<file path="config.mk">
export PLATFORM = sky130hd
export DESIGN_NAME = fetch_unit
export DESIGN_NICKNAME = d
export VERILOG_FILES = /design/src/rtl/cpu_pkg.sv /design/src/rtl/fetch_unit_program_counter.sv /design/src/rtl/fetch_unit.sv
export SDC_FILE = /design/constraint.sdc
export NUM_CORES = 1
export LEC_CHECK = 0
export ABC_AREA = 1
export CAP_MARGIN = 20
export CORE_MARGIN = 2
export CORE_UTILIZATION = 33
export DETAILED_ROUTE_END_ITERATION = 10
export HOLD_SLACK_MARGIN = 0.08
export PLACE_DENSITY = 0.72
export SLEW_MARGIN = 20
export SYNTH_ARGS = -nofsm -noshare
export SYNTH_HDL_FRONTEND = slang
export SYNTH_SLANG_ARGS = --single-unit
</file>
<file path="constraint.sdc">
create_clock -name Clk -period 2.4 [get_ports Clk]
set_input_delay 0.72 -clock Clk [delete_from_list [all_inputs] [get_ports Clk]]
set_output_delay 0.72 -clock Clk [all_outputs]
set_load 0.1 [all_outputs]
</file>
<file path="src/rtl/cpu_pkg.sv">
// Definitions shared by the fetch unit and controller_fsm: opcodes, default
// widths and the fetch state encoding.
package cpu_pkg;

  localparam int PC_WIDTH_DEF    = 8;
  localparam int INSTR_WIDTH_DEF = 8;
  localparam int WAIT_LIMIT_DEF  = 16;

  typedef enum logic [3:0] {
    OP_NOP  = 4'b0000,
    OP_ADD  = 4'b0001,
    OP_SUB  = 4'b0010,
    OP_AND  = 4'b0011,
    OP_OR   = 4'b0100,
    OP_XOR  = 4'b0101,
    OP_LDI  = 4'b0110,
    OP_LD   = 4'b0111,
    OP_ST   = 4'b1000,
    OP_JMP  = 4'b1001,
    OP_JZ   = 4'b1010,
    OP_JR   = 4'b1011,
    OP_HALT = 4'b1111
  } opcode_t;

  typedef enum logic [1:0] {
    REQ   = 2'd0,
    WAIT  = 2'd1,
    READY = 2'd2
  } fetchState_t;

endpackage

</file>
<file path="src/rtl/fetch_unit_program_counter.sv">
// Program counter: a jump load takes priority over increment; increment
// wraps modulo 2^PC_WIDTH.
module program_counter #(
  parameter int PC_WIDTH = 8
) (
  input  logic                Clk,
  input  logic                CLB,
  input  logic                load,
  input  logic                inc,
  input  logic [PC_WIDTH-1:0] loadValue,
  output logic [PC_WIDTH-1:0] pc
);

  always_ff @(posedge Clk) begin
    if (!CLB)      pc <= '0;
    else if (load) pc <= loadValue;
    else if (inc)  pc <= pc + PC_WIDTH'(1);
  end

endmodule

</file>
<file path="src/rtl/fetch_unit.sv">
// Instruction fetch stage: owns PC and IR, fetches from instruction memory
// and buffers the word for the current PC until the controller loads it.
//   state | meaning
//   REQ   | read request pulse for the current PC (held off in the reset cycle)
//   WAIT  | waiting for read data; retries after WAIT_LIMIT idle cycles
//   READY | buffered word valid for the current PC
module fetch_unit
  import cpu_pkg::*;
#(
  parameter int PC_WIDTH    = PC_WIDTH_DEF,
  parameter int INSTR_WIDTH = INSTR_WIDTH_DEF,
  parameter int WAIT_LIMIT  = WAIT_LIMIT_DEF
) (
  input  logic                   Clk,
  input  logic                   CLB,
  input  logic                   i_LoadIR,
  input  logic                   i_IncPC,
  input  logic                   i_SelPC,
  input  logic                   i_LoadPC,
  input  logic [PC_WIDTH-1:0]    i_RegData,
  output logic                   o_MemReq,
  output logic [PC_WIDTH-1:0]    o_MemAddr,
  input  logic [INSTR_WIDTH-1:0] i_MemData,
  input  logic                   i_MemValid,
  output logic [3:0]             o_Opcode,
  output logic [3:0]             o_Operand,
  output logic [PC_WIDTH-1:0]    o_PC,
  output logic                   o_Ready,
  output logic                   o_Stall
);

  localparam int CNT_W = (WAIT_LIMIT > 1) ? $clog2(WAIT_LIMIT) : 1;

  fetchState_t            stateQ, stateNext;
  logic [CNT_W-1:0]       waitCnt;
  logic [PC_WIDTH-1:0]    pc, jumpTarget;
  logic [INSTR_WIDTH-1:0] irQ, bufQ;
  logic                   memReqQ, pcChange, ready, captureWord;

  assign pcChange   = i_LoadPC | i_IncPC;
  // Immediate jumps use the IR as it stands before any same-cycle IR load.
  assign jumpTarget = i_SelPC ? PC_WIDTH'(irQ[3:0]) : i_RegData;

  program_counter #(.PC_WIDTH(PC_WIDTH)) u_pc (
    .Clk       (Clk),
    .CLB       (CLB),
    .load      (i_LoadPC),
    .inc       (i_IncPC),
    .loadValue (jumpTarget),
    .pc        (pc)
  );

  always_ff @(posedge Clk) begin
    if (!CLB) stateQ <= REQ;
    else      stateQ <= stateNext;
  end

  // REQ is left only once its request pulse has been issued.
  always_comb begin
    stateNext = stateQ;
    if (pcChange) begin
      stateNext = REQ;
    end else begin
      case (stateQ)
        REQ:     if (memReqQ) stateNext = WAIT;
        WAIT: begin
          if (i_MemValid)                             stateNext = READY;
          else if (waitCnt == CNT_W'(WAIT_LIMIT - 1)) stateNext = REQ;
        end
        READY:   stateNext = READY;
        default: stateNext = REQ;
      endcase
    end
  end

  always_comb begin
    ready       = (stateQ == READY);
    captureWord = (stateQ == WAIT) && i_MemValid && !pcChange;
    o_Stall     = i_LoadIR && !ready;
  end

  always_ff @(posedge Clk) begin
    if (!CLB) begin
      memReqQ <= 1'b0;
      waitCnt <= '0;
      bufQ    <= '0;
      irQ     <= '0;
    end else begin
      memReqQ <= (stateNext == REQ);
      if (stateQ == WAIT) waitCnt <= waitCnt + CNT_W'(1);
      else                waitCnt <= '0;
      if (captureWord)       bufQ <= i_MemData;
      if (i_LoadIR && ready) irQ  <= bufQ;
    end
  end

  assign o_MemReq  = memReqQ;
  assign o_MemAddr = pc;
  assign o_PC      = pc;
  assign o_Ready   = ready;
  assign o_Opcode  = irQ[INSTR_WIDTH-1 -: 4];
  assign o_Operand = irQ[3:0];

endmodule

</file>
==> insert_results.sql, run 1 <==
INSERT INTO impl_metrics (metric_group, metric, value, unit) VALUES
('floorplan', 'initial_core_util', '34.1', '%'),
('routing', 'drt-vias-per-instance', '4.71', ''),
('pwr', 'vdd_drop_max', '0.278', 'mV'),
('floorplan', 'chipWidth', '71.1', 'um'),
('synthesis', 'synthesis.instances', '205', ''),
('floorplan', 'rows', '24', ''),
('synthesis', 'syn-cell-area', '0.00149', 'sq mm'),
('worst_setup_path', 'max_stage_delay', '0.48', 'ns'),
('status', 'status', 'complete, no violations', ''),
('cells_and_area', 'postLayoutCellArea', '0.00203', 'sq mm'),
('sta', 'setup_ws', '0.0857', 'ns'),
('clocking', 'clock_sinks', '31', ''),
('worst_setup_path', 'critPathSlowestCell', 'sky130_fd_sc_hd__clkdlybuf4s50_1', ''),
('global_routing', 'maximum_number_of_pins_on_one_net_before_global_route_repair', '21', ''),
('sta', 'setup-violations-final', '0', ''),
('sta', 'drv_slew', '0', ''),
('placement', 'dp.final_hpwl', '2490', 'um'),
('floorplan', 'die_height', '71.1', 'um'),
('routing', 'drt_first_iter_violations', '90', ''),
('cells_and_area', 'final_layout_size_suffix_gt1_share', '19.5', '%'),
('sta', 'timing.final.crit_share', '96.4', '%'),
('synthesis', 'yosysSeqAreaShare', '41.8', '%'),
('sta', 'fmaxAchievable', '432', 'MHz'),
('job', 'drv.max_cap_violation_count', '0', ''),
('routing', 'avgRoutedWirePerCell', '11.5', 'um'),
('pwr', 'p_total', '1.36', 'mW'),
('placement', 'placement.cell_area', '0.00192', 'sq mm'),
('placement', 'dpl.cell_count', '296', ''),
('synthesis', 'distinct_cells_synth', '23', ''),
('cells_and_area', 'area.growth.synth_to_final', '36.4', '%'),
('sta', 'setup_total_negative_slack', '0', 'ns'),
('global_routing', 'wire_length_of_the_first_global_routing_pass', '5750', 'um'),
('global_routing', 'globalRoute.totalOverflow', '0', ''),
('clocking', 'htreeDepth', '2', ''),
('clocking', 'cts.repair.resized', '0', ''),
('synthesis', 'synthMostInstantiatedCell', 'sky130_fd_sc_hd__dfxtp_1', ''),
('sta', 'maxSlewHeadroom', '74.5', '%'),
('worst_hold_path', 'min_path_type', 'flop to flop', ''),
('sta', 'finalHoldWorstSlack', '0.455', 'ns'),
('global_routing', 'grt_pass1_vias', '1309', ''),
('synthesis', 'synth.top_cells.by_area', 'sky130_fd_sc_hd__dfxtp_1, sky130_fd_sc_hd__a21oi_1, sky130_fd_sc_hd__nor2_1', ''),
('clocking', 'clk_latency', '0.28', 'ns'),
('cells_and_area', 'fillerInstances', '436', ''),
('floorplan', 'core_region_area', '0.00435', 'sq mm'),
('global_routing', 'overall_routing_resource_usage', '14.5', '%'),
('synthesis', 'postSynth.topFlopCell', 'sky130_fd_sc_hd__dfxtp_1', ''),
('worst_setup_path', 'crit_required', '1.68', 'ns'),
('worst_setup_path', 'maximum_fanout_count_along_the_critical_path', '2', ''),
('synthesis', 'synth_top_cell_area_share', '41.8', '%'),
('cells_and_area', 'multi_input_area', '667', 'sq um'),
('cells_and_area', 'insertedDiodeCount', '0', ''),
('routing', 'detailroute.via_count', '1426', ''),
('routing', 'drt_pre_antenna_iters', '4', ''),
('floorplan', 'die_area', '0.00506', 'sq mm'),
('placement', 'dp_worst_setup_slack', '0.0831', 'ns'),
('cells_and_area', 'regArea', '621', 'sq um'),
('global_routing', 'antenna_violations_before_repair', '0', ''),
('worst_setup_path', 'crit_path_start_kind', 'primary input', ''),
('sta', 'grt_setup_unrepaired', 'no', ''),
('worst_setup_path', 'cp_cell_sequence', 'clkdlybuf4s50_1 -> inv_1 -> nor2_2 -> buf_12', ''),
('synthesis', 'synth-edff-count', '0', ''),
('sta', 'hold_violation_total_from_the_final_report', '0', ''),
('worst_setup_path', 'cp_data_arrival_time', '1.59', 'ns'),
('cells_and_area', 'number_of_standard_cells_in_the_layout_taps_in_and_fillers_out', '303', ''),
('floorplan', 'floorplan.io_pins', '50', ''),
('placement', 'place_congestion', '0.784', ''),
('sta', 'worst_slew_pin_slew', '0.382', 'ns'),
('clocking', 'cts_setup_buffers', '0', ''),
('synthesis', 'synth.net_count', '230', ''),
('clocking', 'clock_tree_from_tritoncts', 'built', ''),
('worst_setup_path', 'worstSetupPathType', 'primary input to primary output', '');
==> per-layer routing <==
layer,global-route usage (%),vias up,wire [um]
li1,-,758,-
met1,18.0,615,1630
met2,22.7,47,1550
met3,4.99,6,260
met4,6.29,0,50
met5,0,-,0
==> final cells by class <==
class / count / area share (%)
multi-input cells: 135 / 32.9
clock buffers: 6 / 3.58
clock inverters: 1 / 1.48
inverters: 25 / 4.63
flip-flops and latches: 31 / 30.6
repair buffers: 53 / 23.6
well taps: 52 / 3.21
==> cells in the final DEF (no fill, tap or decap) <==
cell type and instances:
sky130_fd_sc_hd__a21oi_1 23, sky130_fd_sc_hd__a21oi_2 1, sky130_fd_sc_hd__a31oi_1 2, sky130_fd_sc_hd__buf_12 2, sky130_fd_sc_hd__buf_4 29, sky130_fd_sc_hd__bufinv_16 1
sky130_fd_sc_hd__clkbuf_1 1, sky130_fd_sc_hd__clkbuf_8 5, sky130_fd_sc_hd__clkdlybuf4s50_1 22, sky130_fd_sc_hd__dfxtp_1 31, sky130_fd_sc_hd__ha_1 2, sky130_fd_sc_hd__inv_1 21
sky130_fd_sc_hd__inv_2 4, sky130_fd_sc_hd__nand2_1 26, sky130_fd_sc_hd__nand3_1 18, sky130_fd_sc_hd__nand3_2 1, sky130_fd_sc_hd__nand4_1 1, sky130_fd_sc_hd__nor2_1 26
sky130_fd_sc_hd__nor2_2 3, sky130_fd_sc_hd__nor2_4 2, sky130_fd_sc_hd__nor3b_2 1, sky130_fd_sc_hd__o21ai_0 10, sky130_fd_sc_hd__o21ai_1 17, sky130_fd_sc_hd__o21bai_1 2
==> path summary, 6_finish.rpt <==
check	depth (start not counted)	startpoint	end
worst min-delay path	1	waitCnt[0]	waitCnt[0]
worst max register to register	5	stateQ[1]	irQ[1]
worst max-delay path	4	i_LoadIR	o_Stall
worst min register to register	1	waitCnt[0]	waitCnt[0]
==> registers in the layout, indices dropped and copies added (netlist names) <==
| register | cells |
|---|---|
| u_pc.pc | 8 |
| waitCnt | 4 |
| stateQ | 2 |
| bufQ | 8 |
| o_MemReq | 1 |
| irQ | 8 |
==> worst max-delay path, delay by kind of cell <==
| family | cells | cell delay, ns |
|---|---|---|
| AND/OR/NAND/NOR | 1 | 0.15 |
| buffers and inverters | 3 | 0.73 |
==> power by group <==
group          total, mW  switching, mW  internal [mW]
combinational      0.319          0.229         0.0896
clock              0.493          0.189          0.304
sequential         0.549         0.0203          0.528
total               1.36          0.438          0.922
==> cell families after synthesis <==
| group | Yosys count | synth area share, % |
|---|---|---|
| buffers and inverters | 39 | 13.6 |
| DFF | 31 | 41.8 |
| AOI/OAI and AO/OA | 55 | 19.3 |
| adders and majority gates | 2 | 1.68 |
| and+or+nand+nor | 78 | 23.7 |
(Power assumes the default switching activity.)
==> inputs of run 2 (changes only) <==
--- a/config.mk
+++ b/config.mk
@@ -7,7 +7,6 @@
 export LEC_CHECK = 0
 export ABC_AREA = 1
 export CAP_MARGIN = 20
-export CORE_MARGIN = 2
 export CORE_UTILIZATION = 33
 export DETAILED_ROUTE_END_ITERATION = 10
 export HOLD_SLACK_MARGIN = 0.08
==> run 2 against run 1 <==
Effect of this change:
- die area shrank 5.5%
- critical endpoint unchanged
- power fell by 3.0%
- highest routed layer unchanged
- worst setup slack worse by 0.017 ns
- final cell count increased by 0.66%
==> insert_results.sql, run 2 (synthesis gave the netlist of run 1 again) <==
INSERT INTO impl_metrics (metric_group, metric, value, unit) VALUES
('floorplan', 'chipWidth', '69.1', 'um'),
('cells_and_area', 'fin_nets', '277', ''),
('placement', 'place_congestion', '0.776', ''),
('clocking', 'cts.repair.resized', '0', ''),
('cells_and_area', 'most-common-layout-cells', 'sky130_fd_sc_hd__dfxtp_1, sky130_fd_sc_hd__buf_4, sky130_fd_sc_hd__nand2_1, sky130_fd_sc_hd__nor2_1, sky130_fd_sc_hd__a21oi_1', ''),
('floorplan', 'rows', '24', ''),
('sta', 'maxSlewHeadroom', '72.8', '%'),
('sta', 'setup_total_negative_slack', '0', 'ns'),
('global_routing', 'maximum_number_of_pins_on_one_net_before_global_route_repair', '21', ''),
('worst_hold_path', 'min_path_type', 'flop to flop', ''),
('clocking', 'clock_tree_from_tritoncts', 'built', ''),
('routing', 'drt-vias-per-instance', '4.81', ''),
('worst_setup_path', 'reg2reg_depth', '5', ''),
('worst_setup_path', 'cp_data_arrival_time', '1.61', 'ns'),
('worst_setup_path', 'crit_required', '1.68', 'ns'),
('routing', 'detail_route.drc_violations', '0', ''),
('cells_and_area', 'most_frequent_standard_cell_in_the_layout_excluding_fill_and_tap_cells', 'sky130_fd_sc_hd__dfxtp_1', ''),
('worst_setup_path', 'critPathCaptureType', 'primary output', ''),
('placement', 'numPortBuffers', '49', ''),
('floorplan', 'floorplan.io_pins', '50', ''),
('pwr', 'power_density', '649', 'mW/mm^2'),
('cells_and_area', 'postLayoutCellArea', '0.00203', 'sq mm'),
('sta', 'hold_violation_total_from_the_final_report', '0', ''),
('clocking', 'cts_buffer_depth', '2', ''),
('worst_setup_path', 'worstSetupPathType', 'primary input to primary output', ''),
('clocking', 'clock_sinks', '31', ''),
('pwr', 'vdd_drop_max', '0.359', 'mV'),
('sta', 'timing.final.crit_period', '2.33', 'ns'),
('sta', 'drv_slew', '0', ''),
('worst_setup_path', 'max_stage_delay', '0.48', 'ns'),
('global_routing', 'overall_routing_resource_usage', '15.5', '%'),
('routing', 'routed_wl', '3480', 'um'),
('worst_setup_path', 'crit_path_start_kind', 'primary input', ''),
('clocking', 'clk_root_buffer_cell', 'sky130_fd_sc_hd__clkbuf_8', ''),
('worst_setup_path', 'critPathSlowestCell', 'sky130_fd_sc_hd__clkdlybuf4s50_1', ''),
('worst_setup_path', 'cp_cell_sequence', 'clkdlybuf4s50_1 -> inv_1 -> nor2_2 -> buf_12', ''),
('job', 'drv.max_cap_violation_count', '0', ''),
('clocking', 'cts.clk_slew.worst_paths', '0.06', 'ns'),
('global_routing', 'busiest_layer', 'met2', ''),
('sta', 'setup-violations-final', '0', ''),
('clocking', 'cts-buffers-inserted', '5', ''),
('global_routing', 'grt_pass1_vias', '1329', ''),
('worst_hold_path', 'worst_hold_path.num_cells', '1', ''),
('placement', 'dp.final_hpwl', '2500', 'um'),
('routing', 'detailroute.via_count', '1466', ''),
('floorplan', 'core_region_area', '0.00435', 'sq mm'),
('global_routing', 'grt.met1_usage', '18.5', '%'),
('cells_and_area', 'regArea', '621', 'sq um'),
('clocking', 'clk_latency', '0.28', 'ns'),
('floorplan', 'die_area', '0.00478', 'sq mm'),
('sta', 'fmaxAchievable', '429', 'MHz'),
('cells_and_area', 'multi_input_area', '667', 'sq um'),
('global_routing', 'globalRoute.totalOverflow', '0', ''),
('clocking', 'holdBufCountCts', '0', ''),
('routing', 'detail-route-antenna-nets', '0', ''),
('sta', 'timing.final.crit_share', '97.1', '%'),
('routing', 'drt_pre_antenna_iters', '4', ''),
('status', 'status', 'complete, no violations', ''),
('clocking', 'htreeDepth', '2', ''),
('cells_and_area', 'fillerInstances', '448', ''),
('sta', 'worst_slew_pin_slew', '0.407', 'ns'),
('cells_and_area', 'insertedDiodeCount', '0', ''),
('pwr', 'static-leakage-power', '0.832', 'nW'),
('cells_and_area', 'final_layout_size_suffix_gt1_share', '20.2', '%'),
('sta', 'finClkSkew', '0.00262', 'ns'),
('global_routing', 'wire_length_of_the_first_global_routing_pass', '5910', 'um'),
('worst_setup_path', 'maximum_fanout_count_along_the_critical_path', '2', ''),
('routing', 'avgRoutedWirePerCell', '11.4', 'um'),
('routing', 'drt_first_iter_violations', '91', ''),
('global_routing', 'grtUsageMet2', '24.9', '%'),
('cells_and_area', 'area.growth.synth_to_final', '36.7', '%'),
('floorplan', 'initial_core_util', '34.1', '%'),
('floorplan', 'die_height', '69.1', 'um'),
('clocking', 'cts_setup_buffers', '0', ''),
('placement', 'placement.cell_area', '0.00193', 'sq mm'),
('global_routing', 'antenna_violations_before_repair', '0', ''),
('global_routing', 'gr-usage-met3', '5.85', '%'),
('sta', 'grt_setup_unrepaired', 'no', ''),
('cells_and_area', 'layout_top_registers', 'bufQ (8), irQ (8), u_pc.pc (8)', '');
==> run 2: changes by cell type in the layout (fill, tap and decap cells not counted), sizes merged <==
cell / change
clkbuf: +2
buf: +1
bufinv: -1
==> run 2: power breakdown <==
| part | internal (mW) | switching (mW) |
|---|---|---|
| Clock | 0.261 | 0.188 |
| Sequential | 0.528 | 0.0199 |
| Combinational | 0.0909 | 0.230 |
==> run 2: layout make-up <==
type,instances,area share (%)
Clock buffer,8,4.93
Sequential cell,31,30.5
Multi-Input combinational cell,135,32.8
Tap cell,52,3.20
Timing Repair Buffer,54,23.9
Inverter,25,4.62
==> run 2: worst max-delay path, delay by kind of cell <==
kind                   cells  cell delay (ns)
AND/OR/NAND/NOR            1             0.16
buffers and inverters      3             0.73
==> run 2: final timing paths <==
path	from	endpoint	slack (ns)
worst max-delay path	i_LoadIR	o_Stall	0.07
worst min-delay path	waitCnt[0]	waitCnt[0]	0.46
worst max register to register	stateQ[1]	irQ[1]	1.01
worst min register to register	waitCnt[0]	waitCnt[0]	0.46
==> run 2: routing by layer <==
layer  up-vias  part of all wire [%]
met3         5                   7.6
met1       645                    46
met2        56                    45
li1        760                     -
met5         -                     0
met4         0                   1.6
==> run 2: through the flow <==
step           power [mW]  utilization [%]  hold slack [ns]  worst slack, ns  cells
2_1_floorplan       0.796                -            0.418            0.135    205
5_1_grt              1.38             46.7            0.469           0.0401    305
3_5_place_dp        0.880             44.4            0.447           0.0613    297
6_report             1.32             46.7            0.455           0.0688    305
4_1_cts              1.34             46.7            0.456           0.0613    305
3_3_place_gp        0.879             44.4            0.435           0.0626    297
